## config.mk

```make
export PLATFORM = sky130hd
export DESIGN_NAME = booth_mac_accum_flat
export DESIGN_NICKNAME = d
export VERILOG_FILES = /design/src/rtl/booth_mac_accum_pkg.sv /design/src/rtl/booth_mac_accum_if.sv /design/src/rtl/booth_sat_add.sv /design/src/rtl/booth_mac_accum.sv /design/src/flat_wrapper.sv
export SDC_FILE = /design/constraint.sdc
export NUM_CORES = 1
export LEC_CHECK = 0
export ABC_AREA = 0
export CORE_AREA = 5 5 83 115
export CTS_BUF_LIST = sky130_fd_sc_hd__clkbuf_2
export CTS_CLUSTER_SIZE = 40
export DETAILED_ROUTE_END_ITERATION = 6
export DIE_AREA = 0 0 88 120
export PLACE_DENSITY = 0.81
export SLEW_MARGIN = 20
export SYNTH_ARGS = -nofsm -noshare
export SYNTH_HDL_FRONTEND = slang
export SYNTH_SLANG_ARGS = --single-unit
```

## constraint.sdc

```tcl
create_clock -name CLK -period 4.96 [get_ports CLK]
set_input_delay 0.744 -clock CLK [delete_from_list [all_inputs] [get_ports CLK]]
set_output_delay 0.744 -clock CLK [all_outputs]
set_load 0.03 [all_outputs]
```

## src/rtl/booth_mac_accum_pkg.sv

```systemverilog
// Shared state encoding, pipeline tag type and saturation limits for the
// Booth multiply-accumulate back end.
package booth_mac_pkg;

    localparam int ACC_W_DEF = 40;
    localparam int CNT_W_DEF = 8;
    localparam int PROD_W    = 32;

    typedef enum logic [1:0] {
        ACCUM = 2'd0,
        DRAIN = 2'd1,
        HOLD  = 2'd2
    } mac_state_t;

    // One entry per accepted pair while its product is inside the multiplier.
    typedef struct packed {
        logic valid;
        logic last;
    } tap_t;

    function automatic logic signed [63:0] sat_max(input int w);
        return (64'sd1 <<< (w - 1)) - 64'sd1;
    endfunction

    function automatic logic signed [63:0] sat_min(input int w);
        return -(64'sd1 <<< (w - 1));
    endfunction

endpackage

```

## src/rtl/booth_mac_accum_if.sv

```systemverilog
// Operand handshake, product input and result handshake between the
// Booth multiplier front end, this accumulator and its consumer.
interface booth_mac_if #(
    parameter int ACC_W = booth_mac_pkg::ACC_W_DEF,
    parameter int CNT_W = booth_mac_pkg::CNT_W_DEF
) ();

    logic                    in_valid;
    logic                    in_last;
    logic                    in_ready;
    logic                    acc_clr;
    logic signed [31:0]      P;
    logic                    out_valid;
    logic                    out_ready;
    logic signed [ACC_W-1:0] out_acc;
    logic [CNT_W-1:0]        out_count;
    logic                    out_ovf;

    modport master (
        output in_valid, in_last, acc_clr, P, out_ready,
        input  in_ready, out_valid, out_acc, out_count, out_ovf
    );

    modport slave (
        input  in_valid, in_last, acc_clr, P, out_ready,
        output in_ready, out_valid, out_acc, out_count, out_ovf
    );

endinterface

```

## src/rtl/booth_sat_add.sv

```systemverilog
// Signed saturating add of a 32-bit product into an ACC_W-bit accumulator.
module booth_sat_add
    import booth_mac_pkg::*;
#(
    parameter int ACC_W = ACC_W_DEF
) (
    input  logic signed [ACC_W-1:0]  acc,
    input  logic signed [PROD_W-1:0] prod,
    output logic signed [ACC_W-1:0]  sum,
    output logic                     sat
);

    localparam logic signed [ACC_W-1:0] ACC_MAX = ACC_W'(sat_max(ACC_W));
    localparam logic signed [ACC_W-1:0] ACC_MIN = ACC_W'(sat_min(ACC_W));

    logic signed [ACC_W-1:0] prod_ext;
    logic signed [ACC_W-1:0] raw;

    // NOTE: every output of a combinational block gets a value on every path, otherwise a latch is inferred.
    always_comb begin
        prod_ext = ACC_W'(prod);
        raw      = acc + prod_ext;
        sat      = (acc[ACC_W-1] == prod_ext[ACC_W-1]) && (raw[ACC_W-1] != acc[ACC_W-1]);
        sum      = raw;
        if (sat) begin
            sum = acc[ACC_W-1] ? ACC_MIN : ACC_MAX;
        end
    end

endmodule

```

## src/rtl/booth_mac_accum.sv

```systemverilog
// Accumulates products of the external 16x16 signed multiplier into a
// saturating sum and presents each burst total on a held valid/ready port.
module booth_mac_accum
    import booth_mac_pkg::*;
#(
    parameter int ACC_W   = ACC_W_DEF,
    parameter int CNT_W   = CNT_W_DEF,
    parameter int MUL_LAT = 1
) (
    input  logic       CLK,
    input  logic       RST,
    booth_mac_if.slave bus
);

    mac_state_t              state;
    tap_t                    pipe [MUL_LAT];
    tap_t                    tap;
    logic signed [ACC_W-1:0] acc;
    logic signed [ACC_W-1:0] acc_base;
    logic signed [ACC_W-1:0] acc_next;
    logic [CNT_W-1:0]        count;
    logic [CNT_W-1:0]        count_base;
    logic                    ovf;
    logic                    sat;
    logic                    accept;
    logic                    clr;

    assign accept = bus.in_valid && (state == ACCUM);
    assign clr    = bus.acc_clr && (state == ACCUM);
    assign tap    = pipe[MUL_LAT-1];

    // A clear landing with a product folds into the add: the product starts a fresh sum.
    assign acc_base   = clr ? '0 : acc;
    assign count_base = clr ? '0 : count;

    booth_sat_add #(.ACC_W(ACC_W)) u_sat_add (
        .acc  (acc_base),
        .prod (bus.P),
        .sum  (acc_next),
        .sat  (sat)
    );

    // NOTE: all state here uses non-blocking assignments so every register samples pre-edge values.
    always_ff @(posedge CLK) begin
        if (RST) begin
            state <= ACCUM;
            acc   <= '0;
            count <= '0;
            ovf   <= 1'b0;
            // NOTE: the tag pipe is reset so products still inside the multiplier are never added.
            for (int i = 0; i < MUL_LAT; i++) begin
                pipe[i] <= '0;
            end
        end else begin
            pipe[0] <= {accept, accept && bus.in_last};
            for (int i = 1; i < MUL_LAT; i++) begin
                pipe[i] <= pipe[i-1];
            end

            if (tap.valid) begin
                acc   <= acc_next;
                count <= (count_base == '1) ? count_base : count_base + 1'b1;
                ovf   <= (ovf && !clr) || sat;
            end else if (clr) begin
                acc   <= '0;
                count <= '0;
                ovf   <= 1'b0;
            end

            case (state)
                ACCUM: if (accept && bus.in_last) state <= DRAIN;
                DRAIN: if (tap.valid && tap.last) state <= HOLD;
                HOLD: begin
                    if (bus.out_ready) begin
                        state <= ACCUM;
                        acc   <= '0;
                        count <= '0;
                        ovf   <= 1'b0;
                    end
                end
                default: state <= ACCUM;
            endcase
        end
    end

    assign bus.in_ready  = (state == ACCUM);
    assign bus.out_valid = (state == HOLD);
    assign bus.out_acc   = acc;
    assign bus.out_count = count;
    assign bus.out_ovf   = ovf;

endmodule

```

## src/flat_wrapper.sv

```systemverilog
// flat-port wrapper written by rule: the top's interface ports become plain ports
module booth_mac_accum_flat import booth_mac_pkg::*;
#(
    parameter int ACC_W   = ACC_W_DEF,
    parameter int CNT_W   = CNT_W_DEF,
    parameter int MUL_LAT = 1
)
  (CLK, RST, bus_in_valid, bus_in_last, bus_acc_clr, bus_P, bus_out_ready, bus_in_ready, bus_out_valid, bus_out_acc, bus_out_count, bus_out_ovf);
  booth_mac_if #(.ACC_W(ACC_W), .CNT_W(CNT_W)) bus_i ();
  input  logic CLK;
  input  logic RST;
  input wire logic [$bits(bus_i.in_valid)-1:0] bus_in_valid;
  input wire logic [$bits(bus_i.in_last)-1:0] bus_in_last;
  input wire logic [$bits(bus_i.acc_clr)-1:0] bus_acc_clr;
  input wire logic [$bits(bus_i.P)-1:0] bus_P;
  input wire logic [$bits(bus_i.out_ready)-1:0] bus_out_ready;
  output wire logic [$bits(bus_i.in_ready)-1:0] bus_in_ready;
  output wire logic [$bits(bus_i.out_valid)-1:0] bus_out_valid;
  output wire logic [$bits(bus_i.out_acc)-1:0] bus_out_acc;
  output wire logic [$bits(bus_i.out_count)-1:0] bus_out_count;
  output wire logic [$bits(bus_i.out_ovf)-1:0] bus_out_ovf;
  assign bus_i.in_valid = bus_in_valid;
  assign bus_i.in_last = bus_in_last;
  assign bus_i.acc_clr = bus_acc_clr;
  assign bus_i.P = bus_P;
  assign bus_i.out_ready = bus_out_ready;
  assign bus_in_ready = bus_i.in_ready;
  assign bus_out_valid = bus_i.out_valid;
  assign bus_out_acc = bus_i.out_acc;
  assign bus_out_count = bus_i.out_count;
  assign bus_out_ovf = bus_i.out_ovf;
  booth_mac_accum #(.ACC_W(ACC_W), .CNT_W(CNT_W), .MUL_LAT(MUL_LAT)) u_core (.CLK(CLK), .RST(RST), .bus(bus_i));
endmodule
```

==> run summary <==
The run gives 0 as the count of pins over their slew limit. The placer congestion estimate was 0.8922. After global routing the overflow that remains totals 0.

The final design instance area without fill is 0.005400 mm². The number of buffers added to fix hold violations after cts is 0, and the post-synthesis cell count is 569. In this run the worst setup path begins at bus_acc_clr.

The number of placed I/O pins is 89, and the area added between synthesis and finish is 23.00%. For the finished layout, the period the worst path requires is 3.931 ns. The run gives 5 as the total clock buffers created by CTS. On the final layout, the worst clock skew is 0.02551 ns. For this run, design rule violations remaining after detail routing come to 0. The run gives 4444 as the via count of the first global-routing pass. The run finished with clean final reports. The number of buffers inserted by port buffering is 88, and the maximum number of pins on one net before global-route repair is 51. The wire length of the first global-routing pass was 20210 µm; the fraction of the cycle the final worst path needs was 0.7925. The area inside the core boundary was 0.008458 mm². The worst setup path is launched from an input port. Along the worst path, the maximum fanout reaches 50. In this run the post-CTS setup repair buffer count came out at 0. A synthesized cell averages 7.716 µm². The routed layout has 4547 vias. Synthesis inferred 53 register bits. Master cell of the clock root buffer: clkbuf_2.

The proportion of synthesized flip-flops having asynchronous set or reset was 0; the die boundary height was 120 µm. The number of enable flip-flop cells after synthesis came out at 0. The via density per instance came out at 6.063. The starting density of the core came out at 0.5191. For the pin with the worst max-slew slack, the measured transition is 0.6142 ns.

The Yosys step of the flow raised 0 warnings. Worst path required time: 5.38 ns. The total wirelength of the detailed-routed design was 11980 µm; the net count of the mapped netlist was 648.

Clock tree synthesis found a total of 53 sinks. The number of antenna violations at the first check in global routing came out at 1. TritonCTS built the clock tree. The insertion delay of the later-clocked pin in the worst-skew pair came out at 0.48 ns. Routed wire length per instance: 15.97 µm.

The worst-case IR drop observed on VDD is 0.1154 mV. In the final layout, the multi-input gates occupy 0.003154 mm². The H-tree level count is 2. The run gives 0.001061 mm² as the area used by sequential logic in the layout. The maximum buffer depth of the clock tree was 2.

For the final-layout fill cell count, the log shows 749. The startpoint identified for the worst register-to-register timing path is u_core.state[0]. The synthesized netlist contains 62 unique library cells.

Setup repair after global routing left no endpoint under its margin. The tools report the final standard cell utilization of the core as 0.6385. The worst setup path is of the input port to register kind.

The width of the die came out at 88 µm. The sort of element at the end of the critical path was a register. In the final timing run, aggregate negative setup slack is 0 ns. Worst slew slack as a fraction of its limit: 0.5867.

In this run, the number of DRC markers left after iteration 0 of detailed routing was 312. The class of the tightest hold or removal check is register to register. For this design the static power due to leakage is 0.002286 µW. The tools report the number of gates resized after cts as 0. The library cells used most frequently in the layout, excluding fill and tap cells, are clkdlybuf4s50_1 (88), a21oi_1 (70), nor2_1 (59).

Setup violations remaining at the end of the flow were counted as 0. The smallest hold slack is 0.4944 ns. After clock tree synthesis, the clock-pin slew on the worst setup and hold paths is 0.30 ns.

The tools report the achievable clock frequency as 254.4 MHz. For the worst setup path, the data arrival time is 4.35 ns. For the floorplan die area, the log shows 0.01056 mm². The count of endpoints failing hold in the final timing report is 0, and the placed standard-cell area is 0.005326 mm². The logs give 0.2325 for the overall track demand over capacity in global routing and 40 for the site row count.

Summed over all nets, the half-perimeter wirelength after detailed placement is 8748 µm. In the synthesized netlist the dominant register cell turns out to be dfxtp_1. Across the run, the number of max-cap violations was 0. The detail route stage leaves a number of antenna-violating nets equal to 0.

The synthesized netlist occupies a cell area of 0.004390 mm². Power spread over the standard cell area amounts to 206.2 mW/mm². The most frequent standard cell in the layout excluding fill and tap cells was clkdlybuf4s50_1. The final net count is 722, and the part of the Yosys area used for sequential elements is 0.2417.

The worst hold path begins at u_core.bus.out_ovf. The share of final-layout standard cells stronger than drive strength 1 is 0.03727, and the length of the first detailed-routing pass in iterations is 7.
## critical path: stages
cell and delay [ns]:
clkdlybuf4s50_1 0.47, nand2_1 0.09, buf_12 0.20, and2_1 0.19, ha_1 0.36, and4_1 0.26
a221oi_2 0.27, o21ai_1 0.18, o21a_1 0.26, a31oi_1 0.32, o21ai_1 0.15, a31oi_1 0.35
mux2_1 0.37, o2bb2ai_1 0.12
## kinds of logic (layout without fill, tap and decap cells)
| group | count (synthesis) | in the layout | synth area share |
|---|---|---|---|
| buffers and inverters | 38 | 113 | 0.03990 |
| other | 0 | 1 | 0 |
| AOI/OAI and AO/OA | 174 | 174 | 0.2562 |
| adders and majority gates | 41 | 41 | 0.1186 |
| xor gates and xnor gates | 40 | 40 | 0.07980 |
| muxes | 1 | 1 | 0.002565 |
| DFF | 53 | 53 | 0.2417 |
| and+or+nand+nor | 222 | 222 | 0.2613 |
## metal layers
layer	global-route usage	up-vias	wire length [µm]
met5	0	-	0
met4	0.09981	0	365
met3	0.03297	34	646
met2	0.4108	152	6111
met1	0.2723	2138	4853
li1	-	2223	-
## path summary, 6_finish.rpt
kind / end / slack [ns] / cells past startpoint
worst min register to register: u_core.bus.out_ovf / 0.49 / 2
worst max-delay path: u_core.bus.out_acc[37] / 1.03 / 14
worst max register to register: u_core.bus.out_acc[37] / 1.14 / 14
worst min-delay path: u_core.bus.out_ovf / 0.49 / 2
## state kept, by name, summed over array words and instances, names as in the netlist
| register | cells |
|---|---|
| u_core.state | 2 |
| u_core.bus.out_ovf | 1 |
| u_core.bus.out_acc | 40 |
| u_core.pipe | 2 |
| u_core.bus.out_count | 8 |
## synthesized netlist by cell type, types with 3 or more instances
library cell  number  area, µm²
nand2b_1          10      62.56
a211oi_1           4      30.03
a31oi_1            9      56.30
and3_1             7      43.79
o21a_1             7      52.55
o22ai_1            4      25.02
a21boi_0           5      37.54
a311oi_1           3      26.28
dfxtp_1           53       1061
buf_2              8      40.04
nor2_1            59      221.5
inv_1             10      37.54
nand4_1            8      50.05
buf_6              3      33.78
xor2_1            19      166.4
o21bai_1           5      37.54
o211ai_1           4      30.03
nand3_1           12      60.06
xnor2_1           21      183.9
nor3_1            39      195.2
o21ai_1            4      20.02
a21oi_1           70      350.3
clkbuf_1          16      60.06
o21ai_0           19      95.09
ha_1              40      500.5
and2_1            42      262.8
nand2_1           29      108.9
a21o_1            18      135.1
## report_power, final
part           leakage, µW  internal, µW  switching (µW)
registers         0.000433           451            12.8
logic              0.00181           176             236
clock network    0.0000392          85.7             153
total              0.00229           712             401
## layout make-up
| cell class | count | share of cell area |
|---|---|---|
| inverters | 11 | 0.007646 |
| clock inverters | 3 | 0.008573 |
| multi-input cells | 478 | 0.5841 |
| diodes | 1 | 0.0004634 |
| well taps | 105 | 0.02433 |
| clock buffers | 5 | 0.004634 |
| repair buffers | 94 | 0.1738 |
| flip-flops and latches | 53 | 0.1965 |
## per-stage QoR
step	std cells	worst slack, ns	power [µW]
global placement	741	0.6111	873.1
CTS	749	1.092	1117
floorplan	569	1.034	749.2
global route	750	0.7714	1178
finish	750	1.029	1113
detailed placement	741	0.5519	878.0
Power figures use the tool's default switching activity.
